## src/rtl/pipe_hazard_ctrl_if.sv

```systemverilog
// Hazard controller bundle: stage register/source info in, stage enables,
// flushes, forward selects and status out.
interface pipe_hazard_ctrl_if;
  logic [4:0]  id_rs1_i;
  logic [4:0]  id_rs2_i;
  logic [4:0]  ex_rs1_i;
  logic [4:0]  ex_rs2_i;
  logic [4:0]  ex_rd_i;
  logic        ex_regwen_i;
  logic        ex_is_load_i;
  logic [4:0]  mem_rd_i;
  logic        mem_regwen_i;
  logic [4:0]  wb_rd_i;
  logic        wb_regwen_i;
  logic        br_taken_i;
  logic        mem_req_i;
  logic        mem_ack_i;
  logic [1:0]  asel_haz_o;
  logic [1:0]  bsel_haz_o;
  logic        en_pc_o;
  logic        en_id_o;
  logic        en_ex_o;
  logic        en_mem_o;
  logic        en_wb_o;
  logic        flush_id_o;
  logic        flush_ex_o;
  logic        pc_redirect_o;
  logic        err_o;
  logic [31:0] stall_cnt_o;
  logic [31:0] flush_cnt_o;

  modport master (
    output id_rs1_i, id_rs2_i, ex_rs1_i, ex_rs2_i,
    output ex_rd_i, ex_regwen_i, ex_is_load_i,
    output mem_rd_i, mem_regwen_i, wb_rd_i, wb_regwen_i,
    output br_taken_i, mem_req_i, mem_ack_i,
    input  asel_haz_o, bsel_haz_o,
    input  en_pc_o, en_id_o, en_ex_o, en_mem_o, en_wb_o,
    input  flush_id_o, flush_ex_o, pc_redirect_o,
    input  err_o, stall_cnt_o, flush_cnt_o
  );

  modport slave (
    input  id_rs1_i, id_rs2_i, ex_rs1_i, ex_rs2_i,
    input  ex_rd_i, ex_regwen_i, ex_is_load_i,
    input  mem_rd_i, mem_regwen_i, wb_rd_i, wb_regwen_i,
    input  br_taken_i, mem_req_i, mem_ack_i,
    output asel_haz_o, bsel_haz_o,
    output en_pc_o, en_id_o, en_ex_o, en_mem_o, en_wb_o,
    output flush_id_o, flush_ex_o, pc_redirect_o,
    output err_o, stall_cnt_o, flush_cnt_o
  );
endinterface

```

## src/rtl/pipe_hazard_ctrl.sv

```systemverilog
// Pipeline sequencer: forwarding, load-use bubble, branch flush, MEM stall
// with watchdog. Optional perf counters under HAZ_PERF_CNT_EN.
module pipe_hazard_ctrl #(
  parameter int unsigned MEM_TIMEOUT = 255
) (
  input logic              clk_i,
  input logic              rst_ni,
  pipe_hazard_ctrl_if.slave hz
);

  localparam int WW = (MEM_TIMEOUT == 0) ? 1 : $clog2(MEM_TIMEOUT + 1);

  typedef enum logic [1:0] {
    RUN,
    MEM_WAIT,
    ERR
  } state_e;

  state_e        st_q, st_d;
  logic [WW-1:0] wdog_q, wdog_d;

  logic en_pc, en_id, en_ex, en_mem, en_wb;
  logic flush_id, flush_ex, redir, go;
  logic load_use;
  logic [1:0] asel, bsel;

  function automatic logic [1:0] fwd_sel(
    input logic [4:0] rs,
    input logic       m_wen,
    input logic [4:0] m_rd,
    input logic       w_wen,
    input logic [4:0] w_rd
  );
    logic [1:0] s;
    s = 2'd0;
    if (m_wen && m_rd != 5'd0 && m_rd == rs)
      s = 2'd1;
    else if (w_wen && w_rd != 5'd0 && w_rd == rs)
      s = 2'd2;
    return s;
  endfunction

  always_comb begin
    asel = fwd_sel(hz.ex_rs1_i, hz.mem_regwen_i,
                   hz.mem_rd_i, hz.wb_regwen_i, hz.wb_rd_i);
    bsel = fwd_sel(hz.ex_rs2_i, hz.mem_regwen_i,
                   hz.mem_rd_i, hz.wb_regwen_i, hz.wb_rd_i);
  end

  assign load_use = hz.ex_is_load_i & hz.ex_regwen_i &
                    (hz.ex_rd_i != 5'd0) &
                    ((hz.ex_rd_i == hz.id_rs1_i) |
                     (hz.ex_rd_i == hz.id_rs2_i));

  always_comb begin
    st_d   = st_q;
    wdog_d = wdog_q;
    go     = 1'b0;
    unique case (st_q)
      RUN: begin
        if (hz.mem_req_i && !hz.mem_ack_i) begin
          st_d   = MEM_WAIT;
          wdog_d = WW'(1);
        end else begin
          go = 1'b1;
        end
      end
      MEM_WAIT: begin
        if (hz.mem_ack_i) begin
          go   = 1'b1;
          st_d = RUN;
        end else begin
          if (wdog_q != '1)
            wdog_d = wdog_q + WW'(1);
          if (MEM_TIMEOUT != 0 && wdog_q == WW'(MEM_TIMEOUT))
            st_d = ERR;
        end
      end
      ERR: st_d = ERR;
      default: st_d = RUN;
    endcase
  end

  // A held branch only redirects once the stall releases (go=1).
  always_comb begin
    en_pc    = 1'b0;
    en_id    = 1'b0;
    en_ex    = 1'b0;
    en_mem   = 1'b0;
    en_wb    = 1'b0;
    flush_id = 1'b0;
    flush_ex = 1'b0;
    redir    = 1'b0;
    if (go) begin
      en_mem = 1'b1;
      en_wb  = 1'b1;
      unique case (1'b1)
        hz.br_taken_i: begin
          en_pc    = 1'b1;
          en_id    = 1'b1;
          en_ex    = 1'b1;
          redir    = 1'b1;
          flush_id = 1'b1;
          flush_ex = 1'b1;
        end
        (!hz.br_taken_i && load_use): begin
          en_ex    = 1'b1;
          flush_ex = 1'b1;
        end
        (!hz.br_taken_i && !load_use): begin
          en_pc = 1'b1;
          en_id = 1'b1;
          en_ex = 1'b1;
        end
        default: ;
      endcase
    end
  end

  always_ff @(posedge clk_i or negedge rst_ni) begin
    if (!rst_ni) begin
      st_q   <= RUN;
      wdog_q <= '0;
    end else begin
      st_q   <= st_d;
      wdog_q <= wdog_d;
    end
  end

  assign hz.asel_haz_o    = rst_ni ? asel : 2'd0;
  assign hz.bsel_haz_o    = rst_ni ? bsel : 2'd0;
  assign hz.en_pc_o       = rst_ni & en_pc;
  assign hz.en_id_o       = rst_ni & en_id;
  assign hz.en_ex_o       = rst_ni & en_ex;
  assign hz.en_mem_o      = rst_ni & en_mem;
  assign hz.en_wb_o       = rst_ni & en_wb;
  assign hz.flush_id_o    = rst_ni & flush_id;
  assign hz.flush_ex_o    = rst_ni & flush_ex;
  assign hz.pc_redirect_o = rst_ni & redir;
  assign hz.err_o         = rst_ni & (st_q == ERR);

`ifdef HAZ_PERF_CNT_EN
  logic [31:0] stall_q, flush_q;

  always_ff @(posedge clk_i or negedge rst_ni) begin
    if (!rst_ni) begin
      stall_q <= '0;
      flush_q <= '0;
    end else begin
      if (!en_mem && stall_q != '1)
        stall_q <= stall_q + 32'd1;
      if (redir && flush_q != '1)
        flush_q <= flush_q + 32'd1;
    end
  end

  assign hz.stall_cnt_o = rst_ni ? stall_q : 32'h0;
  assign hz.flush_cnt_o = rst_ni ? flush_q : 32'h0;
`else
  assign hz.stall_cnt_o = 32'h0;
  assign hz.flush_cnt_o = 32'h0;
`endif

endmodule

```

## src/flat_wrapper.sv

```systemverilog
// flat-port wrapper written by rule: the top's interface ports become plain ports
module pipe_hazard_ctrl_flat 
#(
  parameter int unsigned MEM_TIMEOUT = 255
)
  (clk_i, rst_ni, hz_id_rs1_i, hz_id_rs2_i, hz_ex_rs1_i, hz_ex_rs2_i, hz_ex_rd_i, hz_ex_regwen_i, hz_ex_is_load_i, hz_mem_rd_i, hz_mem_regwen_i, hz_wb_rd_i, hz_wb_regwen_i, hz_br_taken_i, hz_mem_req_i, hz_mem_ack_i, hz_asel_haz_o, hz_bsel_haz_o, hz_en_pc_o, hz_en_id_o, hz_en_ex_o, hz_en_mem_o, hz_en_wb_o, hz_flush_id_o, hz_flush_ex_o, hz_pc_redirect_o, hz_err_o, hz_stall_cnt_o, hz_flush_cnt_o);
  pipe_hazard_ctrl_if hz_i ();
  input logic clk_i;
  input logic rst_ni;
  input wire logic [$bits(hz_i.id_rs1_i)-1:0] hz_id_rs1_i;
  input wire logic [$bits(hz_i.id_rs2_i)-1:0] hz_id_rs2_i;
  input wire logic [$bits(hz_i.ex_rs1_i)-1:0] hz_ex_rs1_i;
  input wire logic [$bits(hz_i.ex_rs2_i)-1:0] hz_ex_rs2_i;
  input wire logic [$bits(hz_i.ex_rd_i)-1:0] hz_ex_rd_i;
  input wire logic [$bits(hz_i.ex_regwen_i)-1:0] hz_ex_regwen_i;
  input wire logic [$bits(hz_i.ex_is_load_i)-1:0] hz_ex_is_load_i;
  input wire logic [$bits(hz_i.mem_rd_i)-1:0] hz_mem_rd_i;
  input wire logic [$bits(hz_i.mem_regwen_i)-1:0] hz_mem_regwen_i;
  input wire logic [$bits(hz_i.wb_rd_i)-1:0] hz_wb_rd_i;
  input wire logic [$bits(hz_i.wb_regwen_i)-1:0] hz_wb_regwen_i;
  input wire logic [$bits(hz_i.br_taken_i)-1:0] hz_br_taken_i;
  input wire logic [$bits(hz_i.mem_req_i)-1:0] hz_mem_req_i;
  input wire logic [$bits(hz_i.mem_ack_i)-1:0] hz_mem_ack_i;
  output wire logic [$bits(hz_i.asel_haz_o)-1:0] hz_asel_haz_o;
  output wire logic [$bits(hz_i.bsel_haz_o)-1:0] hz_bsel_haz_o;
  output wire logic [$bits(hz_i.en_pc_o)-1:0] hz_en_pc_o;
  output wire logic [$bits(hz_i.en_id_o)-1:0] hz_en_id_o;
  output wire logic [$bits(hz_i.en_ex_o)-1:0] hz_en_ex_o;
  output wire logic [$bits(hz_i.en_mem_o)-1:0] hz_en_mem_o;
  output wire logic [$bits(hz_i.en_wb_o)-1:0] hz_en_wb_o;
  output wire logic [$bits(hz_i.flush_id_o)-1:0] hz_flush_id_o;
  output wire logic [$bits(hz_i.flush_ex_o)-1:0] hz_flush_ex_o;
  output wire logic [$bits(hz_i.pc_redirect_o)-1:0] hz_pc_redirect_o;
  output wire logic [$bits(hz_i.err_o)-1:0] hz_err_o;
  output wire logic [$bits(hz_i.stall_cnt_o)-1:0] hz_stall_cnt_o;
  output wire logic [$bits(hz_i.flush_cnt_o)-1:0] hz_flush_cnt_o;
  assign hz_i.id_rs1_i = hz_id_rs1_i;
  assign hz_i.id_rs2_i = hz_id_rs2_i;
  assign hz_i.ex_rs1_i = hz_ex_rs1_i;
  assign hz_i.ex_rs2_i = hz_ex_rs2_i;
  assign hz_i.ex_rd_i = hz_ex_rd_i;
  assign hz_i.ex_regwen_i = hz_ex_regwen_i;
  assign hz_i.ex_is_load_i = hz_ex_is_load_i;
  assign hz_i.mem_rd_i = hz_mem_rd_i;
  assign hz_i.mem_regwen_i = hz_mem_regwen_i;
  assign hz_i.wb_rd_i = hz_wb_rd_i;
  assign hz_i.wb_regwen_i = hz_wb_regwen_i;
  assign hz_i.br_taken_i = hz_br_taken_i;
  assign hz_i.mem_req_i = hz_mem_req_i;
  assign hz_i.mem_ack_i = hz_mem_ack_i;
  assign hz_asel_haz_o = hz_i.asel_haz_o;
  assign hz_bsel_haz_o = hz_i.bsel_haz_o;
  assign hz_en_pc_o = hz_i.en_pc_o;
  assign hz_en_id_o = hz_i.en_id_o;
  assign hz_en_ex_o = hz_i.en_ex_o;
  assign hz_en_mem_o = hz_i.en_mem_o;
  assign hz_en_wb_o = hz_i.en_wb_o;
  assign hz_flush_id_o = hz_i.flush_id_o;
  assign hz_flush_ex_o = hz_i.flush_ex_o;
  assign hz_pc_redirect_o = hz_i.pc_redirect_o;
  assign hz_err_o = hz_i.err_o;
  assign hz_stall_cnt_o = hz_i.stall_cnt_o;
  assign hz_flush_cnt_o = hz_i.flush_cnt_o;
  pipe_hazard_ctrl #(.MEM_TIMEOUT(MEM_TIMEOUT)) u_core (.clk_i(clk_i), .rst_ni(rst_ni), .hz(hz_i));
endmodule
```

## config.mk

```make
export PLATFORM = sky130hd
export DESIGN_NAME = pipe_hazard_ctrl_flat
export DESIGN_NICKNAME = d
export VERILOG_FILES = /design/src/rtl/pipe_hazard_ctrl_if.sv /design/src/rtl/pipe_hazard_ctrl.sv /design/src/flat_wrapper.sv
export SDC_FILE = /design/constraint.sdc
export NUM_CORES = 1
export LEC_CHECK = 0
export ABC_AREA = 1
export BUFFER_PORTS_ARGS = -buffer_cell sky130_fd_sc_hd__clkbuf_2
export CAP_MARGIN = 5
export CELL_PAD_IN_SITES_DETAIL_PLACEMENT = 0
export CELL_PAD_IN_SITES_GLOBAL_PLACEMENT = 1
export CORE_UTILIZATION = 24
export CTS_CLUSTER_SIZE = 28
export DETAILED_ROUTE_END_ITERATION = 10
export GPL_ROUTABILITY_DRIVEN = 0
export PLACE_DENSITY_LB_ADDON = 0.08
export SLEW_MARGIN = 15
export SYNTH_ARGS = -nofsm -noshare
export SYNTH_HDL_FRONTEND = slang
export SYNTH_SLANG_ARGS = --single-unit
```

## constraint.sdc

```tcl
create_clock -name clk_i -period 1.44 [get_ports clk_i]
set_clock_uncertainty 0.1 [all_clocks]
set_input_delay 0.288 -clock clk_i [delete_from_list [all_inputs] [get_ports clk_i]]
set_output_delay 0.288 -clock clk_i [all_outputs]
set_load 0.01 [all_outputs]
```

==> impl_metrics.toml, run 1 <==
[die]
core-area_um2 = 6870
die_h_um = 86.6
rows = 30
initial_utilization_pct = 25.0
die_area_um2 = 7510
io_pins = 121
die_x_um = 86.6

[sta]
rsz0062_at_grt = "yes"
fin_crit_sh_pct = 120
fmax_ghz = 0.581
period_minus_slack_ns = 1.72
setup_ws_ns = -0.281
drv_slew = 0
setup_viol = 13
hold_viol_final = 0

[finish]
nets = 396
layout_commonest_cell = "conb_1"
diodes = 0
finalNonFillerCells = 446
area_growth_pct = 42.3
final_core_util_pct = 35.6
drive_above_1_share_pct = 39.1
layout_common_cells = "conb_1 (64), nand2_1 (52), clkbuf_2 (34)"

[placement]
post-dp-hpwl_um = 3360
io_buffers = 56
preCtsSetupSlack_ns = -0.218
dp.cells = 432

[drt]
firstDrtPassIters = 4
routed_wl_um = 4110
drt-wirelength-per-cell_um = 9.21
drtIter0Drc = 34
antenna_left = 0
drc_errors = 0
vias = 1623
drt-vias-per-instance = 3.64

[clock_network]
cts.path.max_buffers = 2
cts_tree = "built"
cts_max_level = 1
root_buffer = "clkbuf_8"
cts_made_buffers = 3
insertion_delay_ns = 0.24
clk_pin_slew_ns = 0.05
clock_sinks = 10

[run_status]
violations = "negative setup slack"
status = "complete, but fails checks"

[synth]
ys_seq_area_share_pct = 14.6
synth_edf_count = 0
ys_ff_latch = 10
syn_area_um2 = 1720
async_reset_ff_share_pct = 100
ys_types = 27
synth_top_flop_cell = "dfrtp_1"
yosysWarnings = 0
syn_inst = 265
synth_area_per_cell_um2 = 6.49

[setup_path]
crit_path_start_kind = "register"
cp-end-kind = "primary output"
worstPathMaxFanout = 4
worstPathRequired_ns = 1.05
path_class = "register to primary output"
worst_ep_arrival_time_ns = 1.33

[worst_hold_path]
hold_path.class = "register to register"

[global_routing]
grt_max_degree = 9
grt_pass1_wl_um = 6400
track_usage_pct = 10.9
grt_antenna_before_repair = 0
grt_overflow = 0
grt_pass1_vias = 1379

[flow_run]
cap_violations = 0

[power_and_ir_drop]
p_leak_nw = 1.38
power_density_nw_per_um2 = 575
totalPowerFinal_w = 0.00141
irDropWorstVdd_mv = 0.205
-- where the power goes --
group	total [W]	switching, W	internal, W
clock	0.000360	0.000119	0.000241
sequential	0.000341	0.0000319	0.000309
combinational	0.000705	0.000364	0.000342
total	0.00141	0.000515	0.000891
-- worst max-delay path, stage by stage (launching register included) --
cell and delay [ns]:
dfrtp_1 0.41, inv_2 0.09, nand2_4 0.05, clkinv_4 0.05
nand2_4 0.05, a21oi_4 0.16, nand2_2 0.10, nand2_2 0.09
buf_6 0.10
-- path summary, 6_finish.rpt --
kind                                   from          endpoint  slack (ns)  depth (start not counted)
min in group asynchronous            rst_ni  u_core.wdog_q[6]        0.46                          3
setup / recovery             u_core.st_q[1]        hz_en_pc_o       -0.28                          8
hold / removal             u_core.wdog_q[6]  u_core.wdog_q[6]        0.45                          2
setup reg to reg           u_core.wdog_q[1]  u_core.wdog_q[0]       -0.01                          8
max in group asynchronous            rst_ni  u_core.wdog_q[0]        0.57                          3
hold reg to reg            u_core.wdog_q[6]  u_core.wdog_q[6]        0.45                          2
-- Yosys cell counts, types with 3 or more instances --
cell,number,share of area [%]
o21ai_0,5,1.5
dfrtp_1,10,15
o21ai_1,5,1.5
xnor2_1,12,6.1
buf_4,67,29
or2_2,3,1.1
nor2_1,26,5.7
inv_1,30,6.6
nand2_1,57,12
nand3_1,18,5.2
xor2_1,8,4.1
-- final cells by class --
type                    instances  area, µm²
clock buffers                   4       55.1
well taps                      96        120
inverters                      34        138
fillers                       770       4420
multi-input cells             218       1250
repair buffers                 84        631
flip-flops and latches         10        251
-- logic make-up after synthesis --
family | Yosys count | synth area share (%)
flops | 10 | 14.6
other cells | 1 | 0.218
compound gates | 14 | 5.39
simple gates | 118 | 32.0
xor+xnor | 20 | 10.2
buf+inv | 101 | 37.0
fa+ha+maj | 1 | 0.728
-- sequential cells by signal, summed over array words and instances, names as in the netlist --
name           flops
u_core.wdog_q      8
u_core.st_q        2
-- repair_timing --
action                                 in CTS  in global routing
gates resized for setup                    25                 65
pin swaps                                  17                 25
endpoints found under the hold margin      10                  0
setup endpoints to repair                  20                 21
hold buffers                                3                  0
cloned                                      1                  0
setup buffers                               1                  5
-- per-layer routing --
metal  vias to the layer above  track usage, %  part of all wire, %  wire length (µm)
met2                        72            19.0                   49              2010
li1                        851               -                    -                 -
met5                         -               0                    0                 0
met4                         0            1.82                 0.71                29
met3                         2            2.29                  5.5               226
met1                       698            13.9                   45              1840
-- per-stage QoR --
stage / cell area, µm² / TNS [ns] / hold WS [ns]
after floorplan: 1970 / -0.236 / -0.108
after global placement: 2010 / -1.12 / 0.200
after detailed placement: 2010 / -1.08 / 0.203
after CTS: 2230 / -2.72 / 0.426
after global routing: 2450 / -4.04 / 0.496
final: 2450 / -2.28 / 0.451
Note: power is estimated with default switching activity, not from simulation.
==> run 2, diff against run 1 <==
Settings changed: CORE_UTILIZATION 24 to 29.
Clock period 1.44 ns to 2.2 ns, I/O delays scaled along.
==> run 2 against run 1 <==
The run now ends clean. Utilization decreased by 1.9 points. Clock power shrank 35%. Cell count decreased by 12%. Die area is 17% lower. Combinational power decreased by 57%. Routed wire length fell by 14%. Critical path type unchanged. Largest power group unchanged. Highest routed layer is now met3.
==> impl_metrics.toml, run 2 (synthesis results as in run 1) <==
[drt]
routed_wl_um = 3530
firstDrtPassIters = 4
drt-vias-per-instance = 3.78
vias = 1490
drt-wirelength-per-cell_um = 8.96
drtIter0Drc = 31
drc_errors = 0
antenna_left = 0

[finish]
nets = 368
regMostFlops = "u_core.wdog_q"
drive_above_1_share_pct = 24.2
seq_area_um2 = 250
fillCellCount = 670
largest_registers = "u_core.wdog_q (8), u_core.st_q (2)"
final_core_util_pct = 33.7
area_growth_pct = 9.97
final_area_um2 = 1890
diodes = 0
multi_input_area_um2 = 1070
largest_reg_flops = 8
layout_common_cells = "conb_1 (64), nand2_1 (57), clkbuf_2 (56)"
layout_commonest_cell = "conb_1"

[sta]
period_minus_slack_ns = 2.01
drv_slew = 0
fin_tns_setup_ns = 0
setup_viol = 0
fmax_ghz = 0.497
rsz0062_at_grt = "no"
hold_viol_final = 0
fin_crit_sh_pct = 91.4
fin_hold_ws_ns = 0.101
setup_ws_ns = 0.189

[die]
core-area_um2 = 5610
die_area_um2 = 6240
io_pins = 121
die_h_um = 79.0
die_x_um = 79.0
rows = 27
initial_utilization_pct = 30.7

[setup_path]
worstPathRequired_ns = 1.66
r2r_end = "u_core.wdog_q[6]"
path_class = "register to primary output"
r2r.worst_path.cells = 6
worstPathMaxFanout = 6
cp-end-kind = "primary output"
timing.rr.start = "u_core.wdog_q[0]"
crit_path_start_kind = "register"
critical_path.startpoint = "u_core.st_q[1]"
r2r_setup_slack_ns = 0.72
worst_ep_arrival_time_ns = 1.47

[global_routing]
grt_overflow = 0
grtUsageMet3_pct = 1.72
grt_antenna_before_repair = 0
top_usage_layer = "met2"
met2_usage_pct = 20.3
grt_use_met1_pct = 15.7
grt_pass1_vias = 1329
grt_max_degree = 11
grt_pass1_wl_um = 5910
track_usage_pct = 11.7

[clock_network]
insertion_delay_ns = 0.24
clk_pin_slew_ns = 0.05
cts_tree = "built"
clock_sinks = 10
cts.path.max_buffers = 2
root_buffer = "clkbuf_8"
postCtsSetupBuffers = 0
cts_max_level = 1
cts_made_buffers = 3

[flow_run]
cap_violations = 0

[placement]
io_buffers = 56
place_area_um2 = 1830
post-dp-hpwl_um = 3170
preCtsSetupSlack_ns = 0.266

[power_and_ir_drop]
irDropWorstVdd_mv = 0.147
p_leak_nw = 1.16
power_density_nw_per_um2 = 398

[run_status]
status = "finished, final reports clean"

[worst_hold_path]
hold_path.class = "input pin to asynchronous set/reset pin"
-- run 2: cell count changes in the layout (fill, tap and decap cells not counted), sizes merged --
cell | previous run | this run
a21oi | 5 | 4
buf | 46 | 1
clkbuf | 39 | 60
dlygate4sd3 | 3 | 0
-- run 2: worst max-delay path by stage --
| stage | to | depth (start not counted) |
|---|---|---|
| detailed placement | hz_bsel_haz_o[1] | 9 |
| global placement | hz_bsel_haz_o[1] | 9 |
| CTS | hz_en_pc_o | 8 |
| finish | hz_en_pc_o | 8 |
| global route | hz_en_id_o | 8 |
| floorplan | hz_en_pc_o | 8 |
-- run 2: what timing repair did --
item	CTS	global route
endpoints found under the hold margin	0	0
endpoints found under the setup margin	0	5
gates resized for setup	0	2
hold buffers	0	0
-- run 2: metrics by stage --
stage          instances  power (W)
2_1_floorplan        328   0.000510
3_3_place_gp         390   0.000526
3_5_place_dp         390   0.000526
4_1_cts              394   0.000766
5_1_grt              394   0.000821
6_report             394   0.000753
-- run 2: worst max-delay path, cell delays in order, from the launching register on --
cell and delay (ns):
dfrtp_1 0.41, inv_2 0.08, nand2_4 0.09, inv_6 0.10
nand2_4 0.06, a21oi_4 0.17, nand2_1 0.10, nand2_1 0.10
clkbuf_2 0.13
-- run 2: routing by layer --
| layer | routed length, µm | vias up | part of all wire (%) |
|---|---|---|---|
| li1 | - | 795 | - |
| met1 | 1570 | 619 | 44 |
| met2 | 1690 | 76 | 48 |
| met3 | 274 | 0 | 7.8 |
| met4 | 0 | 0 | 0 |
| met5 | 0 | - | 0 |
-- run 2: layout make-up --
type	count	share of cell area, %
multi-input cells	217	56.8
repair buffers	57	15.2
flip-flops and latches	10	13.2
inverters	34	7.02
well taps	72	4.77
clock buffers	4	2.91
-- run 2: power breakdown --
group / internal [W] / switching (W)
sequential: 0.000202 / 0.0000159
clock: 0.000158 / 0.0000749
combinational: 0.000111 / 0.000192
==> run 3, diff against run 2 <==
Settings changed: ABC_AREA 1 to unset, CTS_BUF_LIST set to sky130_fd_sc_hd__clkbuf_8.
==> run 3 against run 2 <==
The run now ends with negative setup slack left. Clock power decreased by 20%. Sequential cell count unchanged. Critical path depth decreased by 2. Global-route usage decreased by 0.61 points. Critical endpoint is now hz_bsel_haz_o[1]. Highest routed layer is now met4.
==> impl_metrics.toml, run 3 <==
[clock_network]
cts_made_buffers = 3
cts_max_level = 1
insertion_delay_ns = 0.23
clk_pin_slew_ns = 0.05
root_buffer = "clkbuf_8"
postCtsSetupBuffers = 0
clock_sinks = 10
cts_tree = "built"
postCtsHoldBufs = 0
cts.path.max_buffers = 2

[die]
rows = 25
die_x_um = 73.6
die_h_um = 73.6
die_area_um2 = 5420
io_pins = 121
initial_utilization_pct = 30.9
core-area_um2 = 4820

[setup_path]
max_stage_delay_ns = 0.52
timing.critical_path.mode_cell = "buf_6"
crit_path_start_kind = "input pin"
timing.rr.start = "u_core.wdog_q[0]"
worstPathCellList = "buf_6 > buf_6 > xor2_2 > or4_4 > nor4_2 > buf_2"
cp-end-kind = "primary output"
crit_slowest_cell = "or4_4"
path_class = "input pin to primary output"
worstPathMaxFanout = 2
r2r.worst_path.cells = 5
cp_num_buf_inv = 3
cp_top_family = "simple AND/OR/NAND/NOR gates"
r2r_end = "u_core.wdog_q[7]"
r2r_setup_slack_ns = 0.24
worst_ep_arrival_time_ns = 1.75
worstPathRequired_ns = 1.66

[finish]
layout_commonest_cell = "conb_1"
regMostFlops = "u_core.wdog_q"
fillCellCount = 534
largest_reg_flops = 8
area_growth_pct = 22.4
drive_above_1_share_pct = 34.0
layout_common_cells = "conb_1 (64), clkbuf_2 (49), xor2_1 (23)"
final_core_util_pct = 37.8
largest_registers = "u_core.wdog_q (8), u_core.st_q (2)"
nets = 294
diodes = 0
finalNonFillerCells = 314

[synth]
synth.most_common_cell = "buf_4"
synth_top_cells_by_count = "buf_4 (67), xor2_1 (24), dfrtp_1 (10)"
async_reset_ff_share_pct = 100
syn_inst = 181
ys_seq_area_share_pct = 16.8
yosysTopAreaCell = "buf_4"
synth_top_flop_cell = "dfrtp_1"
ys_ff_latch = 10
syn_area_um2 = 1490
ys_types = 37
synth.area.top_cells = "buf_4 (34%), dfrtp_1 (17%), xor2_1 (14%)"
synth_edf_count = 0
yosysWarnings = 0
synth_area_per_cell_um2 = 8.21
synthDominantCellAreaShare_pct = 33.8

[sta]
hold_viol_final = 0
fin_crit_sh_pct = 104
fmax_ghz = 0.437
drv_slew = 0
setup_ws_ns = -0.0880
rsz0062_at_grt = "yes"
period_minus_slack_ns = 2.29
setup_viol = 2

[global_routing]
grt_pass1_wl_um = 4700
grt_pass1_vias = 1066
track_usage_pct = 11.1
grt_max_degree = 13
grt_antenna_before_repair = 0
grt_overflow = 0

[placement]
preCtsSetupSlack_ns = -0.139
dp.cells = 311
io_buffers = 56
post-dp-hpwl_um = 2810

[drt]
drt-vias-per-instance = 3.96
vias = 1243
drc_errors = 0
firstDrtPassIters = 4
antenna_left = 0
drt-wirelength-per-cell_um = 10.8
drtIter0Drc = 21
routed_wl_um = 3380

[flow_run]
cap_violations = 0

[power_and_ir_drop]
p_leak_nw = 0.942
irDropWorstVdd_mv = 0.329
totalPowerFinal_w = 0.000705
power_density_nw_per_um2 = 387

[run_status]
violations = "negative setup slack"
status = "complete, but fails checks"

[worst_hold_path]
hold_path.class = "input pin to asynchronous set/reset pin"
[run 3: changes by cell type after synthesis, sizes merged, moves of 4 or more]
| cell | before | now |
|---|---|---|
| xnor2 | 12 | 6 |
| nor2 | 27 | 6 |
| o31ai | 0 | 4 |
| inv | 33 | 3 |
| or4 | 0 | 5 |
| nand3 | 19 | 7 |
| xor2 | 8 | 24 |
| nand2 | 60 | 3 |
| nor4 | 0 | 4 |
[run 3: routing by layer]
metal	vias to the layer above	wire length (µm)	global-route usage (%)
met5	-	0	0
met2	63	1640	18.7
li1	625	-	-
met4	0	39	2.99
met3	4	229	1.92
met1	551	1480	14.5
[run 3: worst register-to-register path: stages, from the launching register on]
cell and delay [ns]:
dfrtp_1 0.41, ha_1 0.23, and3_4 0.17, a311o_1 0.45, or3_1 0.37, a21oi_1 0.15
[run 3: report_power, final]
part | switching, W | total (W) | leakage (nW) | internal [W]
Clock | 0.0000670 | 0.000186 | 0.0216 | 0.000119
Sequential | 0.0000247 | 0.000228 | 0.135 | 0.000204
Combinational | 0.000169 | 0.000290 | 0.785 | 0.000121
Total | 0.000261 | 0.000705 | 0.942 | 0.000444
[run 3: area by class of cell]
cell class	count	area, µm²	area share [%]
inverter	3	11.3	0.619
clock buffer	3	41.3	2.27
timing repair buffer	68	413	22.7
tap	67	83.8	4.61
multi-input combinational	163	1020	56.1
sequential	10	250	13.8
[run 3: what timing repair did]
item                       in CTS  in global routing
gates resized for setup         1                 28
setup endpoints to repair       2                  6
pin swaps                       0                 10
cloned                          0                  0
[run 3: worst max path at each step]
stage,start,endpoint,slack [ns],cells after the start
after global routing,hz_wb_rd_i[1],hz_bsel_haz_o[1],-0.17,6
after CTS,hz_mem_rd_i[4],hz_asel_haz_o[1],-0.12,6
after global placement,hz_mem_rd_i[4],hz_asel_haz_o[1],-0.11,6
final,hz_wb_rd_i[3],hz_bsel_haz_o[1],-0.09,6
after detailed placement,hz_mem_rd_i[4],hz_asel_haz_o[1],-0.14,6
after floorplan,hz_mem_rd_i[4],hz_asel_haz_o[1],0.11,4
[run 3: cells by family after synthesis]
family,after synthesis,share of synthesized area (%)
buffers and inverters,71,34.9
and+or+nand+nor,41,17.1
xor gates and xnor gates,30,17.7
AOI/OAI and AO/OA,27,12.4
DFF,10,16.8
adders and majority gates,1,0.842
other,1,0.252
[run 3: through the flow]
stage	area (µm²)	setup TNS [ns]	hold WS, ns
6_report	1820	-0.156	0.120
5_1_grt	1820	-0.321	0.135
4_1_cts	1710	-0.188	0.154
3_5_place_dp	1670	-0.233	0.403
3_3_place_gp	1670	-0.200	0.399
2_1_floorplan	1720	0	0.0444
